$ cat config.mk
export PLATFORM = sky130hd
export DESIGN_NAME = cam_match_encoder_flat
export DESIGN_NICKNAME = d
export VERILOG_FILES = /design/src/rtl/cam_match_encoder_if.sv /design/src/rtl/cam_match_encoder.sv /design/src/flat_wrapper.sv
export SDC_FILE = /design/constraint.sdc
export NUM_CORES = 1
export LEC_CHECK = 0
export ABC_AREA = 0
export BUFFER_PORTS_ARGS = -buffer_cell sky130_fd_sc_hd__buf_2
export CELL_PAD_IN_SITES_DETAIL_PLACEMENT = 1
export CELL_PAD_IN_SITES_GLOBAL_PLACEMENT = 1
export CORE_UTILIZATION = 43
export CTS_BUF_LIST = sky130_fd_sc_hd__clkbuf_4 sky130_fd_sc_hd__clkbuf_8 sky130_fd_sc_hd__clkbuf_16
export DETAILED_ROUTE_END_ITERATION = 10
export GPL_TIMING_DRIVEN = 0
export PLACE_DENSITY_LB_ADDON = 0.1
export REMOVE_ABC_BUFFERS = 1
export SLEW_MARGIN = 20
export SYNTH_ARGS = -nofsm -noshare
export SYNTH_HDL_FRONTEND = slang
export SYNTH_SLANG_ARGS = --single-unit
$ cat constraint.sdc
create_clock -name clk -period 5.2 [get_ports clk]
set_input_delay 1.04 -clock clk [delete_from_list [all_inputs] [get_ports clk]]
set_output_delay 1.04 -clock clk [all_outputs]
set_load 0.01 [all_outputs]
$ cat src/rtl/cam_match_encoder_if.sv
// Match-vector input and index-stream output bundle of the CAM match encoder.
// The host drives the lookup and consumes indices; the encoder is the slave.
interface cam_match_encoder_if #(
    parameter int unsigned ENTRIES = 16,
    parameter int unsigned IDX_W   = 4,
    parameter int unsigned KEY_W   = 7
);
    logic               match_valid;
    logic               match_ready;
    logic [ENTRIES-1:0] match_vec;
    logic [KEY_W-1:0]   match_key;
    logic               addr_valid;
    logic               addr_ready;
    logic [IDX_W-1:0]   addr_idx;
    logic [KEY_W-1:0]   addr_key;
    logic               addr_last;
    logic               miss;
    logic [IDX_W:0]     hit_count;

    modport master (
        output match_valid, match_vec, match_key, addr_ready,
        input  match_ready, addr_valid, addr_idx, addr_key, addr_last, miss, hit_count
    );

    modport slave (
        input  match_valid, match_vec, match_key, addr_ready,
        output match_ready, addr_valid, addr_idx, addr_key, addr_last, miss, hit_count
    );
endinterface

$ cat src/rtl/cam_match_encoder.sv
// Turns a multi-hot CAM match vector into a lowest-first stream of binary
// entry indices with a last flag, plus miss pulse and hit count.
module cam_match_encoder #(
    parameter int unsigned ENTRIES = 16,
    parameter int unsigned IDX_W   = 4,
    parameter int unsigned KEY_W   = 7
) (
    input logic                  clk,
    input logic                  rst_n,
    cam_match_encoder_if.slave   bus
);

    localparam int unsigned CNT_W = IDX_W + 1;

    typedef enum logic [0:0] {
        IDLE = 1'b0,
        EMIT = 1'b1
    } state_t;

    // Index of the lowest set bit; zero for an empty vector.
    function automatic logic [IDX_W-1:0] lowest_idx(input logic [ENTRIES-1:0] v);
        logic [IDX_W-1:0] r;
        r = '0;
        for (int i = int'(ENTRIES) - 1; i >= 0; i--) begin
            if (v[i]) r = IDX_W'(i);
        end
        return r;
    endfunction

    function automatic logic [CNT_W-1:0] popcount(input logic [ENTRIES-1:0] v);
        logic [CNT_W-1:0] r;
        r = '0;
        for (int i = 0; i < int'(ENTRIES); i++) begin
            r = r + CNT_W'(v[i]);
        end
        return r;
    endfunction

    state_t             state, state_nxt;
    logic [ENTRIES-1:0] pending, pending_nxt;
    logic               ready_q, ready_nxt;
    logic               valid_q, valid_nxt;
    logic [IDX_W-1:0]   idx_q, idx_nxt;
    logic [KEY_W-1:0]   key_q, key_nxt;
    logic               last_q, last_nxt;
    logic               miss_q, miss_nxt;
    logic [CNT_W-1:0]   cnt_q, cnt_nxt;
    logic [CNT_W-1:0]   vec_cnt;
    logic [ENTRIES-1:0] remain;

    // Popcount of the incoming vector and the pending set minus its lowest bit.
    assign vec_cnt = popcount(bus.match_vec);
    assign remain  = pending & (pending - ENTRIES'(1));

    // State and output registers.
    always_ff @(posedge clk or negedge rst_n) begin
        if (!rst_n) begin
            state   <= IDLE;
            pending <= '0;
            ready_q <= 1'b1;
            valid_q <= 1'b0;
            idx_q   <= '0;
            key_q   <= '0;
            last_q  <= 1'b0;
            miss_q  <= 1'b0;
            cnt_q   <= '0;
        end else begin
            state   <= state_nxt;
            pending <= pending_nxt;
            ready_q <= ready_nxt;
            valid_q <= valid_nxt;
            idx_q   <= idx_nxt;
            key_q   <= key_nxt;
            last_q  <= last_nxt;
            miss_q  <= miss_nxt;
            cnt_q   <= cnt_nxt;
        end
    end

    // Next-state and next-output logic; the presented beat is precomputed so
    // addr_idx/addr_last come straight from flops.
    always_comb begin
        state_nxt   = state;
        pending_nxt = pending;
        valid_nxt   = valid_q;
        idx_nxt     = idx_q;
        key_nxt     = key_q;
        last_nxt    = last_q;
        miss_nxt    = 1'b0;
        cnt_nxt     = cnt_q;

        unique case (state)
            IDLE: begin
                valid_nxt = 1'b0;
                if (bus.match_valid) begin
                    pending_nxt = bus.match_vec;
                    key_nxt     = bus.match_key;
                    cnt_nxt     = vec_cnt;
                    if (bus.match_vec == '0) begin
                        miss_nxt = 1'b1;
                    end else begin
                        state_nxt = EMIT;
                        valid_nxt = 1'b1;
                        idx_nxt   = lowest_idx(bus.match_vec);
                        last_nxt  = (vec_cnt == CNT_W'(1));
                    end
                end
            end
            EMIT: begin
                valid_nxt = 1'b1;
                if (bus.addr_ready) begin
                    pending_nxt = remain;
                    if (last_q) begin
                        state_nxt = IDLE;
                        valid_nxt = 1'b0;
                    end else begin
                        idx_nxt  = lowest_idx(remain);
                        last_nxt = (popcount(remain) == CNT_W'(1));
                    end
                end
            end
            default: begin
                state_nxt   = IDLE;
                pending_nxt = '0;
                valid_nxt   = 1'b0;
            end
        endcase

        ready_nxt = (state_nxt == IDLE);
    end

    assign bus.match_ready = ready_q;
    assign bus.addr_valid  = valid_q;
    assign bus.addr_idx    = idx_q;
    assign bus.addr_key    = key_q;
    assign bus.addr_last   = last_q;
    assign bus.miss        = miss_q;
    assign bus.hit_count   = cnt_q;

    // Invariants of the output stream.
    a_miss_excl: assert property (@(posedge clk) disable iff (!rst_n)
        !(miss_q && valid_q));
    a_ready_excl: assert property (@(posedge clk) disable iff (!rst_n)
        !(ready_q && valid_q));
    a_hold: assert property (@(posedge clk) disable iff (!rst_n)
        (valid_q && !bus.addr_ready) |=>
            (valid_q && $stable(idx_q) && $stable(key_q) && $stable(last_q)));

endmodule

$ cat src/flat_wrapper.sv
// flat-port wrapper written by rule: the top's interface ports become plain ports
module cam_match_encoder_flat 
#(
    parameter int unsigned ENTRIES = 16,
    parameter int unsigned IDX_W   = 4,
    parameter int unsigned KEY_W   = 7
)
  (clk, rst_n, bus_match_valid, bus_match_vec, bus_match_key, bus_addr_ready, bus_match_ready, bus_addr_valid, bus_addr_idx, bus_addr_key, bus_addr_last, bus_miss, bus_hit_count);
  cam_match_encoder_if #(.ENTRIES(ENTRIES), .IDX_W(IDX_W), .KEY_W(KEY_W)) bus_i ();
  input logic clk;
  input logic rst_n;
  input wire logic [$bits(bus_i.match_valid)-1:0] bus_match_valid;
  input wire logic [$bits(bus_i.match_vec)-1:0] bus_match_vec;
  input wire logic [$bits(bus_i.match_key)-1:0] bus_match_key;
  input wire logic [$bits(bus_i.addr_ready)-1:0] bus_addr_ready;
  output wire logic [$bits(bus_i.match_ready)-1:0] bus_match_ready;
  output wire logic [$bits(bus_i.addr_valid)-1:0] bus_addr_valid;
  output wire logic [$bits(bus_i.addr_idx)-1:0] bus_addr_idx;
  output wire logic [$bits(bus_i.addr_key)-1:0] bus_addr_key;
  output wire logic [$bits(bus_i.addr_last)-1:0] bus_addr_last;
  output wire logic [$bits(bus_i.miss)-1:0] bus_miss;
  output wire logic [$bits(bus_i.hit_count)-1:0] bus_hit_count;
  assign bus_i.match_valid = bus_match_valid;
  assign bus_i.match_vec = bus_match_vec;
  assign bus_i.match_key = bus_match_key;
  assign bus_i.addr_ready = bus_addr_ready;
  assign bus_match_ready = bus_i.match_ready;
  assign bus_addr_valid = bus_i.addr_valid;
  assign bus_addr_idx = bus_i.addr_idx;
  assign bus_addr_key = bus_i.addr_key;
  assign bus_addr_last = bus_i.addr_last;
  assign bus_miss = bus_i.miss;
  assign bus_hit_count = bus_i.hit_count;
  cam_match_encoder #(.ENTRIES(ENTRIES), .IDX_W(IDX_W), .KEY_W(KEY_W)) u_core (.clk(clk), .rst_n(rst_n), .bus(bus_i));
endmodule
==> reports/metrics.yaml <==
outcome:
  status: "finished, final reports clean"
run:
  max-cap-violations: 0
detailed_routing:
  wl_per_cell_um: 17.65
  dr.pass1.iters: 4
  post-route-drc-count: 0
  vias: 2896
  totalWireLength_mm: 8.913
  antenna_left: 0
  avgViaCountPerCell: 5.735
  drt-initial-drc-count: 139
clock_tree:
  clkTransAtPathRegs_ns: 0.08
  cts_tree: "yes"
  cts.htree.levels: 2
  cts_made_buffers: 5
  cts.sinks: 36
  ctsRootBufferMaster: "clkbuf_8"
  clk_path_buf_depth: 2
  clock_latency_ns: 0.29
synth:
  synth-xor-area-share_pct: 0.5575
  async_flop_share_pct: 100.0
  synthCells: 379
  synth-seq-area-share_pct: 28.71
  syn-cell-area_sq_um: 3142
  synthFlopType: "dfrtp_1"
  synth_fa_ha_area_share_pct: 17.32
  synthMuxAreaShare_pct: 5.416
  synth_area_per_cell_sq_um: 8.290
  synth_seq_cells: 36
  synth_warnings: 0
  synth_top_family_by_area: "compound AO/OA/AOI/OAI gates"
  yosys.area_share.simple_pct: 19.55
  synth_edf_count: 0
  synth_compound_area_share_pct: 20.43
  synth_cell_types: 55
die:
  rows: 30
  fp.dieH_um: 87.48
  start_util_pct: 45.49
  die-area_sq_um: 7652
  die_width_um: 87.48
  io_pins: 47
  core_area_sq_um: 6907
place:
  gp_congestion: 0.8271
  port_buffers: 46
  dp_hpwl_mm: 6.676
  placed_area_sq_um: 3392
  dp_cells: 495
finish:
  fin_area_sq_um: 3546
  area_growth_pct: 12.86
  instances_no_fill: 505
  drive_gt1_share_pct: 16.63
  antennaDiodeCount: 0
  final_cell_mix: "nand2_1 (55), buf_2 (46), inv_1 (37)"
  final_common_cell: "nand2_1"
  nNetsFinal: 464
hold_path:
  hold_class: "reg2reg"
grt:
  grt_use_total_pct: 25.49
  grt_pass1_wl_mm: 14.98
  antenna_found_initial: 0
  grt_pass1_vias: 2898
  gr-total-overflow: 0
  grt_max_degree: 50
sta:
  skew_ns: 0.009594
  worstMarginPinSlew_ns: 0.8605
  slew_headroom_pct: 42.64
  clock.fmax_mhz: 202.7
  period_share_pct: 94.86
  setup_viol: 0
  min_period_ns: 4.933
  whs_ns: 0.4768
  slew_viol_final: 0
  hold_violations: 0
  rsz0062_at_grt: "no"
power_and_ir_drop:
  pwr_density_cell_nw_per_um2: 758.5
  power_leakage_nw: 1.662
  vdd_drop_max_mv: 0.4108
worst_setup_path:
  crit_end: "u_core.bus.addr_last"
  rr_worst_depth: 14
  rr_endpoint: "u_core.bus.addr_last"
  r2r-start: "u_core.pending[3]"
  critPathCaptureType: "flop"
  worstPathArrival_ns: 5.14
  startpoint_type: "flop"
  crit_fanout: 10
  critPathRequiredTime_ns: 5.41
  crit_start: "u_core.pending[3]"
  ff2ff_setup_slack_ns: 0.27
  worstSetupPathType: "reg2reg"
[critical path, stage by stage, from the launching register on]
cell and delay, ns:
dfrtp_2 0.51, nor4_4 0.30, buf_4 0.22, nand3_1 0.15, nand2_1 0.17, fa_1 0.45
fa_1 0.46, fa_1 0.54, fa_1 0.43, fa_1 0.41, fa_1 0.49, nand2_1 0.08
nor4_4 0.40, a31oi_1 0.08, o21ai_0 0.17
[cell families (layout without fill, tap and decap cells)]
family / Yosys count / after routing
compound gates: 101 / 101
xor+xnor: 2 / 2
fa+ha+maj: 32 / 32
buf+inv: 64 / 94
flops: 36 / 36
mux: 17 / 17
simple gates: 127 / 127
[final cells by class]
class	instances	area (sq um)
tap	96	120.1
inverter	37	138.9
clock inverter	2	13.76
timing repair buffer	49	252.7
clock buffer	6	82.58
sequential	36	904.6
multi-input combinational	279	2033
fill	865	3361
[power by group]
part	switching [mW]	internal, mW
registers	0.263	0.403
clock network	0.113	0.109
logic	1.01	0.793
[state kept, by name, indices dropped and copies added, names as in the netlist]
signal / flops
u_core.bus.addr_idx: 4
u_core.bus.addr_key: 7
u_core.bus.addr_last: 1
u_core.bus.hit_count: 5
u_core.bus.match_ready: 1
u_core.bus.miss: 1
u_core.pending: 16
u_core.state: 1
[synth_stat cells, types with 2 or more instances]
master	number	area share [%]
nand2_1	55	6.6
inv_1	37	4.4
o21ai_0	37	5.9
dfrtp_1	35	28
clkbuf_1	22	2.6
fa_1	20	13
a21oi_1	18	2.9
mux2i_1	17	5.4
nor2_1	15	1.8
nand3_1	11	1.8
ha_1	9	3.6
nor3_1	9	1.4
o211ai_1	9	2.2
nand2b_1	7	1.4
nor4_1	7	1.4
or3_1	6	1.2
a31oi_1	5	1.0
nand4_1	5	1.0
a211oi_1	4	0.96
a2111oi_0	3	0.84
buf_2	3	0.48
o311ai_0	3	0.84
or4_1	3	0.72
a21boi_0	2	0.48
a21o_1	2	0.48
maj3_1	2	0.64
nor2b_1	2	0.40
o21a_1	2	0.48
o31ai_1	2	0.48
o32a_1	2	0.64
[through the flow]
stage          setup WS [ns]  setup TNS (ns)  util (%)  power (mW)
3_3_place_gp          -1.312          -1.312     48.93       2.202
5_1_grt             0.005322               0     51.34       3.018
4_1_cts              0.08362               0     51.07       2.688
6_report              0.2671               0     51.34       2.690
3_5_place_dp         -0.5484         -0.5484     49.11       2.310
2_1_floorplan        0.08225               0         -       1.781
[per-layer routing]
metal  vias up  wire, um  track usage, %
met5         -         0               0
met4         0        45           4.024
met3         5       293           2.938
met2        55      4258           40.55
met1      1448      4315           37.84
li1       1388         -               -
[how the worst min path moves through the flow]
stage                            startpoint                 endpoint  slack [ns]  cells after the start
CTS                  u_core.bus.addr_key[3]   u_core.bus.addr_key[3]        0.48                      2
global route        u_core.bus.hit_count[3]  u_core.bus.hit_count[3]        0.50                      2
floorplan            u_core.bus.addr_idx[3]   u_core.bus.addr_idx[3]        0.51                      2
detailed placement   u_core.bus.addr_key[3]   u_core.bus.addr_key[3]        0.46                      2
global placement     u_core.bus.addr_key[3]   u_core.bus.addr_key[3]        0.45                      2
finish               u_core.bus.addr_key[4]   u_core.bus.addr_key[4]        0.48                      2
[repair_timing]
| action | 4_1_cts | 5_1_grt |
|---|---|---|
| pin swaps | 1 | 1 |
| endpoints found under the setup margin | 1 | 1 |
| buffers inserted | 2 | 0 |
| hold buffers | 0 | 0 |
| hold endpoints to repair | 0 | 0 |
| resized for setup | 3 | 7 |
No activity file was read; power rests on OpenSTA's default activity.
